$ cat src/rtl/mem_access_sequencer_pkg.sv
// Shared definitions for the load/store/swap memory access sequencer.
// Holds the FSM state encoding, op3 codes, RAM word opcodes, the registered
// control-output bundle and the op-class decode that the control unit also uses.
package mem_seq_pkg;

    localparam int unsigned OP3_W   = 6;
    localparam int unsigned STATE_W = 4;

    // Sequencer states (11 used codes of a 4-bit register)
    typedef enum logic [STATE_W-1:0] {
        S_IDLE   = 4'd0,
        S_ADDR   = 4'd1,
        S_RD_REQ = 4'd2,
        S_RD_CAP = 4'd3,
        S_WB     = 4'd4,
        S_WR_LD  = 4'd5,
        S_WR_REQ = 4'd6,
        S_SW_TMP = 4'd7,
        S_SW_WB  = 4'd8,
        S_DONE   = 4'd9,
        S_ERR    = 4'd10
    } state_e;

    // op3 codes handled by the sequencer
    localparam logic [OP3_W-1:0] OP_LD   = 6'b000000;
    localparam logic [OP3_W-1:0] OP_LDUB = 6'b000001;
    localparam logic [OP3_W-1:0] OP_LDUH = 6'b000010;
    localparam logic [OP3_W-1:0] OP_LDD  = 6'b000011;
    localparam logic [OP3_W-1:0] OP_ST   = 6'b000100;
    localparam logic [OP3_W-1:0] OP_STB  = 6'b000101;
    localparam logic [OP3_W-1:0] OP_STH  = 6'b000110;
    localparam logic [OP3_W-1:0] OP_STD  = 6'b000111;
    localparam logic [OP3_W-1:0] OP_LDSB = 6'b001001;
    localparam logic [OP3_W-1:0] OP_LDSH = 6'b001010;
    localparam logic [OP3_W-1:0] OP_SWAP = 6'b001111;

    // Word-sized RAM opcodes used by the split/compound accesses
    localparam logic [OP3_W-1:0] RAM_OP_RD_WORD = OP_LD;
    localparam logic [OP3_W-1:0] RAM_OP_WR_WORD = OP_ST;

    typedef enum logic [2:0] {
        CLS_LD,
        CLS_LDD,
        CLS_ST,
        CLS_STD,
        CLS_SWAP,
        CLS_ILLEGAL
    } op_cls_e;

    // Registered control outputs driven to the datapath and RAM
    typedef struct packed {
        logic             mar_en;
        logic             mdr_en;
        logic             mdr_mux_sel;
        logic             ram_en;
        logic [OP3_W-1:0] ram_opcode;
        logic             rf_we;
        logic             temp_en;
        logic             wb_src;
        logic             busy;
        logic             done;
        logic             mem_error;
    } ctl_t;

    // Classify an op3 value into the access sequence it needs
    function automatic op_cls_e op_class(input logic [OP3_W-1:0] op3);
        op_cls_e cls;
        case (op3)
            OP_LD, OP_LDUB, OP_LDUH, OP_LDSB, OP_LDSH: cls = CLS_LD;
            OP_LDD:                                    cls = CLS_LDD;
            OP_ST, OP_STB, OP_STH:                     cls = CLS_ST;
            OP_STD:                                    cls = CLS_STD;
            OP_SWAP:                                   cls = CLS_SWAP;
            default:                                   cls = CLS_ILLEGAL;
        endcase
        return cls;
    endfunction

endpackage

$ cat src/rtl/mem_access_sequencer_mfc_wait_timer.sv
// MFC wait timer: counts cycles spent waiting for MFC in a RAM request state.
// Ports: clk/rst (async, active-high); clr zeroes the count; en counts one
// waiting cycle; expired_c is high in the waiting cycle that reaches the limit.
module mfc_wait_timer #(
    parameter int unsigned MFC_TIMEOUT = 15
) (
    input  logic clk,
    input  logic rst,
    input  logic clr,
    input  logic en,
    output logic expired_c
);

    localparam int unsigned CNT_W = $clog2(MFC_TIMEOUT + 1);
    // Count value seen in the last allowed waiting cycle
    localparam logic [CNT_W-1:0] CNT_LAST = CNT_W'(MFC_TIMEOUT - 1);

    logic [CNT_W-1:0] cnt_q;
    logic [CNT_W-1:0] cnt_d;

    // Next count
    always_comb begin
        cnt_d = cnt_q;
        if (clr) begin
            cnt_d = '0;
        end else if (en) begin
            cnt_d = cnt_q + CNT_W'(1);
        end
    end

    // Count register
    always_ff @(posedge clk or posedge rst) begin
        if (rst) begin
            cnt_q <= '0;
        end else begin
            cnt_q <= cnt_d;
        end
    end

    // The increment this cycle would reach MFC_TIMEOUT
    assign expired_c = en && (cnt_q == CNT_LAST);

endmodule

$ cat src/rtl/mem_access_sequencer.sv
// Memory access sequencer for op=2'b11 load/store/swap instructions.
// Ports: Clk, RESET (async, active-high); start/op3/rd_lsb from the control
// unit; MFC from RAM; MAR/MDR/TEMP/regfile strobes, RAM request and opcode,
// word_sel for ldd/std halves, busy, done and mem_error status.
// All outputs are registered decodes of the next state.
module mem_access_sequencer
    import mem_seq_pkg::*;
#(
    parameter int unsigned MFC_TIMEOUT = 15
) (
    input  logic             Clk,
    input  logic             RESET,
    input  logic             start,
    input  logic [OP3_W-1:0] op3,
    input  logic             rd_lsb,
    input  logic             MFC,
    output logic             MAR_Enable,
    output logic             MDR_Enable,
    output logic             MDR_Mux_select,
    output logic             RAM_enable,
    output logic [OP3_W-1:0] RAM_OpCode,
    output logic             register_file,
    output logic             TEMP_Enable,
    output logic             wb_src,
    output logic             word_sel,
    output logic             busy,
    output logic             done,
    output logic             mem_error
);

    state_e           state_q, state_d;
    logic [OP3_W-1:0] op3_q, op3_d;
    logic             word_sel_q, word_sel_d;
    ctl_t             ctl_q, ctl_d;

    op_cls_e start_cls;
    op_cls_e cur_cls;
    logic    in_req;
    logic    timeout_c;

    assign start_cls = op_class(op3);
    assign cur_cls   = op_class(op3_q);
    assign in_req    = (state_q == S_RD_REQ) || (state_q == S_WR_REQ);

    // Wait count restarts whenever the FSM is outside a request state
    mfc_wait_timer #(
        .MFC_TIMEOUT(MFC_TIMEOUT)
    ) u_mfc_wait_timer (
        .clk      (Clk),
        .rst      (RESET),
        .clr      (!in_req),
        .en       (in_req && !MFC),
        .expired_c(timeout_c)
    );

    // Next state, latched instruction fields and registered output decode
    always_comb begin
        state_d    = state_q;
        op3_d      = op3_q;
        word_sel_d = word_sel_q;
        ctl_d      = '0;

        case (state_q)
            S_IDLE: begin
                if (start) begin
                    op3_d = op3;
                    if ((start_cls == CLS_ILLEGAL) ||
                        (((start_cls == CLS_LDD) || (start_cls == CLS_STD)) && rd_lsb)) begin
                        state_d = S_ERR;
                    end else begin
                        state_d = S_ADDR;
                    end
                end
            end
            S_ADDR: begin
                case (cur_cls)
                    CLS_LD, CLS_LDD, CLS_SWAP: state_d = S_RD_REQ;
                    CLS_ST, CLS_STD:           state_d = S_WR_LD;
                    default:                   state_d = S_ERR;
                endcase
            end
            S_RD_REQ: begin
                // MFC wins over a coincident timeout
                if (MFC) begin
                    state_d = S_RD_CAP;
                end else if (timeout_c) begin
                    state_d = S_ERR;
                end
            end
            S_RD_CAP: begin
                state_d = (cur_cls == CLS_SWAP) ? S_SW_TMP : S_WB;
            end
            S_WB: begin
                if ((cur_cls == CLS_LDD) && !word_sel_q) begin
                    word_sel_d = 1'b1;
                    state_d    = S_ADDR;
                end else begin
                    state_d = S_DONE;
                end
            end
            S_WR_LD: begin
                state_d = S_WR_REQ;
            end
            S_WR_REQ: begin
                if (MFC) begin
                    if (cur_cls == CLS_SWAP) begin
                        state_d = S_SW_WB;
                    end else if ((cur_cls == CLS_STD) && !word_sel_q) begin
                        word_sel_d = 1'b1;
                        state_d    = S_ADDR;
                    end else begin
                        state_d = S_DONE;
                    end
                end else if (timeout_c) begin
                    state_d = S_ERR;
                end
            end
            S_SW_TMP: begin
                state_d = S_WR_LD;
            end
            S_SW_WB: begin
                state_d = S_DONE;
            end
            S_DONE, S_ERR: begin
                state_d    = S_IDLE;
                word_sel_d = 1'b0;
            end
            default: begin
                state_d    = S_IDLE;
                word_sel_d = 1'b0;
            end
        endcase

        ctl_d.mar_en      = (state_d == S_ADDR);
        ctl_d.mdr_en      = (state_d == S_RD_CAP) || (state_d == S_WR_LD);
        ctl_d.mdr_mux_sel = (state_d == S_RD_REQ) || (state_d == S_RD_CAP);
        ctl_d.ram_en      = (state_d == S_RD_REQ) || (state_d == S_WR_REQ);
        ctl_d.rf_we       = (state_d == S_WB) || (state_d == S_SW_WB);
        ctl_d.temp_en     = (state_d == S_SW_TMP);
        ctl_d.wb_src      = (state_d == S_SW_WB);
        ctl_d.busy        = (state_d != S_IDLE);
        ctl_d.done        = (state_d == S_DONE) || (state_d == S_ERR);
        ctl_d.mem_error   = (state_d == S_ERR);

        // Sub-word ops pass through; compound ops use whole-word accesses
        if (state_d == S_RD_REQ) begin
            ctl_d.ram_opcode = (cur_cls == CLS_LD) ? op3_q : RAM_OP_RD_WORD;
        end else if (state_d == S_WR_REQ) begin
            ctl_d.ram_opcode = (cur_cls == CLS_ST) ? op3_q : RAM_OP_WR_WORD;
        end
    end

    // State, instruction latch and output registers
    always_ff @(posedge Clk or posedge RESET) begin
        if (RESET) begin
            state_q    <= S_IDLE;
            op3_q      <= '0;
            word_sel_q <= 1'b0;
            ctl_q      <= '0;
        end else begin
            state_q    <= state_d;
            op3_q      <= op3_d;
            word_sel_q <= word_sel_d;
            ctl_q      <= ctl_d;
        end
    end

    assign MAR_Enable     = ctl_q.mar_en;
    assign MDR_Enable     = ctl_q.mdr_en;
    assign MDR_Mux_select = ctl_q.mdr_mux_sel;
    assign RAM_enable     = ctl_q.ram_en;
    assign RAM_OpCode     = ctl_q.ram_opcode;
    assign register_file  = ctl_q.rf_we;
    assign TEMP_Enable    = ctl_q.temp_en;
    assign wb_src         = ctl_q.wb_src;
    assign word_sel       = word_sel_q;
    assign busy           = ctl_q.busy;
    assign done           = ctl_q.done;
    assign mem_error      = ctl_q.mem_error;

endmodule

$ cat config.mk
export PLATFORM = sky130hd
export DESIGN_NAME = mem_access_sequencer
export DESIGN_NICKNAME = d
export VERILOG_FILES = /design/src/rtl/mem_access_sequencer_pkg.sv /design/src/rtl/mem_access_sequencer_mfc_wait_timer.sv /design/src/rtl/mem_access_sequencer.sv
export SDC_FILE = /design/constraint.sdc
export NUM_CORES = 1
export LEC_CHECK = 0
export CORE_MARGIN = 2
export CORE_UTILIZATION = 58
export CTS_BUF_LIST = sky130_fd_sc_hd__clkbuf_8
export DETAILED_ROUTE_END_ITERATION = 8
export GPL_TIMING_DRIVEN = 0
export PLACE_DENSITY = 0.95
export RECOVER_POWER = 100
export SLEW_MARGIN = 5
export SYNTH_ARGS = -nofsm -noshare
export SYNTH_HDL_FRONTEND = slang
export SYNTH_SLANG_ARGS = --single-unit
$ cat constraint.sdc
create_clock -name Clk -period 4.15 [get_ports Clk]
set_input_delay 0.83 -clock Clk [delete_from_list [all_inputs] [get_ports Clk]]
set_output_delay 0.83 -clock Clk [all_outputs]
set_load 0.005 [all_outputs]
==> qor.txt <==
fin crit share -> 77.7%
largest net degree at the start of global routing -> 32
nets -> 202
CP required -> 4.37 ns
Logic pwr share -> 47.0%
CTS tree -> done
Die Area -> 3180 µm²
num ports -> 28
Fin Setup TNS -> 0 ns
Pwr Density -> 676 nW/µm²
PostCTS Resize Cnt -> 0
placer congestion estimate -> 0.818
htree depth -> 2
max_slew headroom -> 28.9%
max-cap violations -> 0
worst setup margin -> 0.924 ns
CP Launch Type -> primary input
average size of a mapped cell -> 10.6 µm²
global-route wire length before repair -> 5.71 mm
Synth cell types -> 51
Simple-Gate Fraction of Synth Area -> 19.3%
internal power -> 0.000800 W
Clock Latency Late Sink -> 0.28 ns
Adder-Cell Fraction of Synth Area -> 4.71%
Critical Path End Type -> flop
initial antenna violation count -> 0
Fmax -> 310 MHz
CTS Sinks -> 31
kind of critical path -> in -> reg
CTS Buffer Depth -> 2
grt ovf -> 0
Routed Antenna Nets -> 0
worst slew pin tran -> 1.06 ns
ys flop type -> dfrtp_1
Post-Route WL -> 3.40 mm
GRT Total Usage -> 23.7%
Hold WS -> 0.551 ns
area grow syn2layout -> 23.5%
drt initial violations -> 50
Final Hold Viols -> 0
Die Y -> 56.4 µm
Hold WC Path Type -> reg -> reg
n_diodes -> 0
sequential fraction of the synthesis area -> 48.7%
RSZ-0062 raised after global routing -> no
detailed-route via count -> 1,259
Psw -> 0.000532 W
post-synthesis mux area share -> 4.87%
Starting Density -> 59.3%
Max VDD drop -> 0.540 mV
Hold-fix buffers, CTS -> 0
Post-synth EDFFs -> 0
cell count after placement -> 209
warnings from Yosys -> 0
Pre-antenna DRT Iters -> 4
mapped cell area -> 1590 µm²
dpl hpwl -> 2.55 mm
Clock power frac -> 17.9%
Setup Skew -> 0.00692 ns
post-CTS setup buffers -> 0
Fill cells -> 194
post-DR wirelength/cell -> 15.7 µm
dpl ws -> 0.874 ns
number of global-route vias before repair -> 1,255
Reg clk slew, reported paths -> 0.06 ns
status -> completed
Rows -> 19
Die W -> 56.4 µm
vias per cell -> 5.83
clock root buffer -> clkbuf_8
switching part of the total power -> 40.0%
max-slew violations -> 0
final setup violation count -> 0
Leak Pwr -> 0.927 nW
Non-Filler Instances -> 216
Synth Area in Compound Gates -> 15.1%
xor/xnor share of the synthesized area -> 2.20%
combinational family with the most area after synthesis -> simple AND/OR/NAND/NOR gates
CP arrival -> 3.45 ns
Buffers on Ports -> 27
CP max FO -> 9
register share of total power -> 35.1%
Tmin final -> 3.23 ns
Residual DRC -> 0
Yosys reg bits -> 31
synthesized instance count -> 150
Core Footprint -> 2690 µm²
share of layout cells above drive strength 1 -> 11.4%
CTS Buf Count -> 5
Synth async-reset ratio -> 100%
per-layer routing:
metal | wire, µm | GRT usage, % | up-vias | part of all wire, %
met2 | 1650 | 39.0 | 56 | 48
met4 | 83 | 13.9 | 0 | 2.4
met3 | 202 | 4.38 | 9 | 5.9
li1 | - | - | 594 | -
met1 | 1460 | 28.9 | 600 | 43
met5 | 0 | 0 | - | 0
worst max-delay path, cell delays in order:
cell,delay [ns]
dlygate4sd3_1,0.59
ha_1,0.33
mux2i_1,0.17
a211o_1,0.23
nor2_1,0.06
or4_1,0.49
clkbuf_1,0.22
o31ai_1,0.35
and2_0,0.17
worst paths after layout:
path / startpoint / to / slack (ns) / cells after the start
max: op3[0] / RAM_OpCode[1]$_DFF_PP0_ / 0.92 / 9
min: u_mfc_wait_timer.cnt_q[3]$_DFFE_PP0P_ / u_mfc_wait_timer.cnt_q[3]$_DFFE_PP0P_ / 0.55 / 2
max reg2reg: op3_q[3]$_DFFE_PP0P_ / done$_DFF_PP0_ / 1.61 / 6
min reg2reg: u_mfc_wait_timer.cnt_q[3]$_DFFE_PP0P_ / u_mfc_wait_timer.cnt_q[3]$_DFFE_PP0P_ / 0.55 / 2
max in group asynchronous: RESET / state_q[1]$_DFF_PP0_ / 2.53 / 2
min in group asynchronous: RESET / RAM_OpCode[3]$_DFF_PP0_ / 1.13 / 2
cell usage in the layout, fill, tap and decap left out, drive strengths merged, types with 2 or more instances in the layout:
master and count:
nand4b 3, and3 2, xor2 3, mux2 6, nor2 18, conb 2
nor2b 4, and2 2, a2111oi 2, a211o 2, dfrtp 31, buf 3
clkbuf 10, clkdlybuf4s50 6, nand3 2, o2111ai 2, inv 9, ha 6
clkinv 2, nand2b 5, nand2 6, o21ai 5, dlygate4sd3 21, a21oi 8
Yosys cell counts, drive strengths merged (2+ instances only):
| cell | n | area (µm²) |
|---|---|---|
| and2 | 2 | 12.5 |
| xor2 | 3 | 26.3 |
| ha | 6 | 75.1 |
| inv | 10 | 37.5 |
| a211o | 2 | 17.5 |
| o21ai | 5 | 25.0 |
| dfrtp | 31 | 776 |
| nand2b | 5 | 31.3 |
| a2111oi | 2 | 17.5 |
| nor2 | 18 | 67.6 |
| nand3 | 2 | 10.0 |
| a21oi | 8 | 51.3 |
| clkbuf | 3 | 12.5 |
| nand2 | 6 | 22.5 |
| buf | 4 | 28.8 |
| o2111ai | 2 | 17.5 |
| nand4b | 3 | 26.3 |
| mux2 | 6 | 67.6 |
| and3 | 2 | 13.8 |
| nor2b | 4 | 25.0 |
cells by family after synthesis:
| kind of cell | count (synthesis) |
|---|---|
| buffers and inverters | 17 |
| adders and majority gates | 6 |
| and+or+nand+nor | 53 |
| muxes | 7 |
| DFF | 31 |
| xor gates and xnor gates | 4 |
| other | 1 |
| AOI/OAI and AO/OA | 31 |
power groups by stage:
stage / registers (W) / logic, W / clock network (W)
CTS: 0.000467 / 0.000669 / 0.000243
global route: 0.000480 / 0.000697 / 0.000253
global placement: 0.000464 / 0.000642 / 0
finish: 0.000468 / 0.000626 / 0.000238
detailed placement: 0.000472 / 0.000666 / 0
floorplan: 0.000457 / 0.000479 / 0
metrics by stage:
stage	instance area [µm²]	utilization, %	total power (W)
final	1970	73.3	0.00133
after detailed placement	1910	71.0	0.00114
after global routing	1970	73.3	0.00143
after floorplan	1600	-	0.000936
after global placement	1910	71.0	0.00111
after CTS	1990	74.2	0.00138
area by class of cell:
cell class              count  area (µm²)  area share, %
repair buffers             27         270           13.7
clock inverters             1        5.00          0.254
flip-flops and latches     31         776           39.4
plain buffers               7        32.5           1.65
inverters                  10        37.5           1.91
well taps                  31        38.8           1.97
clock buffers               6        82.6           4.19
multi-input cells         103         727           36.9
sequential cells by signal, summed over array words and instances, names as in the netlist:
signal,count
MAR_Enable,1
MDR_Enable,1
MDR_Mux_select,1
RAM_OpCode,6
RAM_enable,1
TEMP_Enable,1
busy,1
done,1
mem_error,1
op3_q,6
register_file,1
state_q,4
u_mfc_wait_timer.cnt_q,4
wb_src,1
word_sel,1
Power figures use the tool's default switching activity.
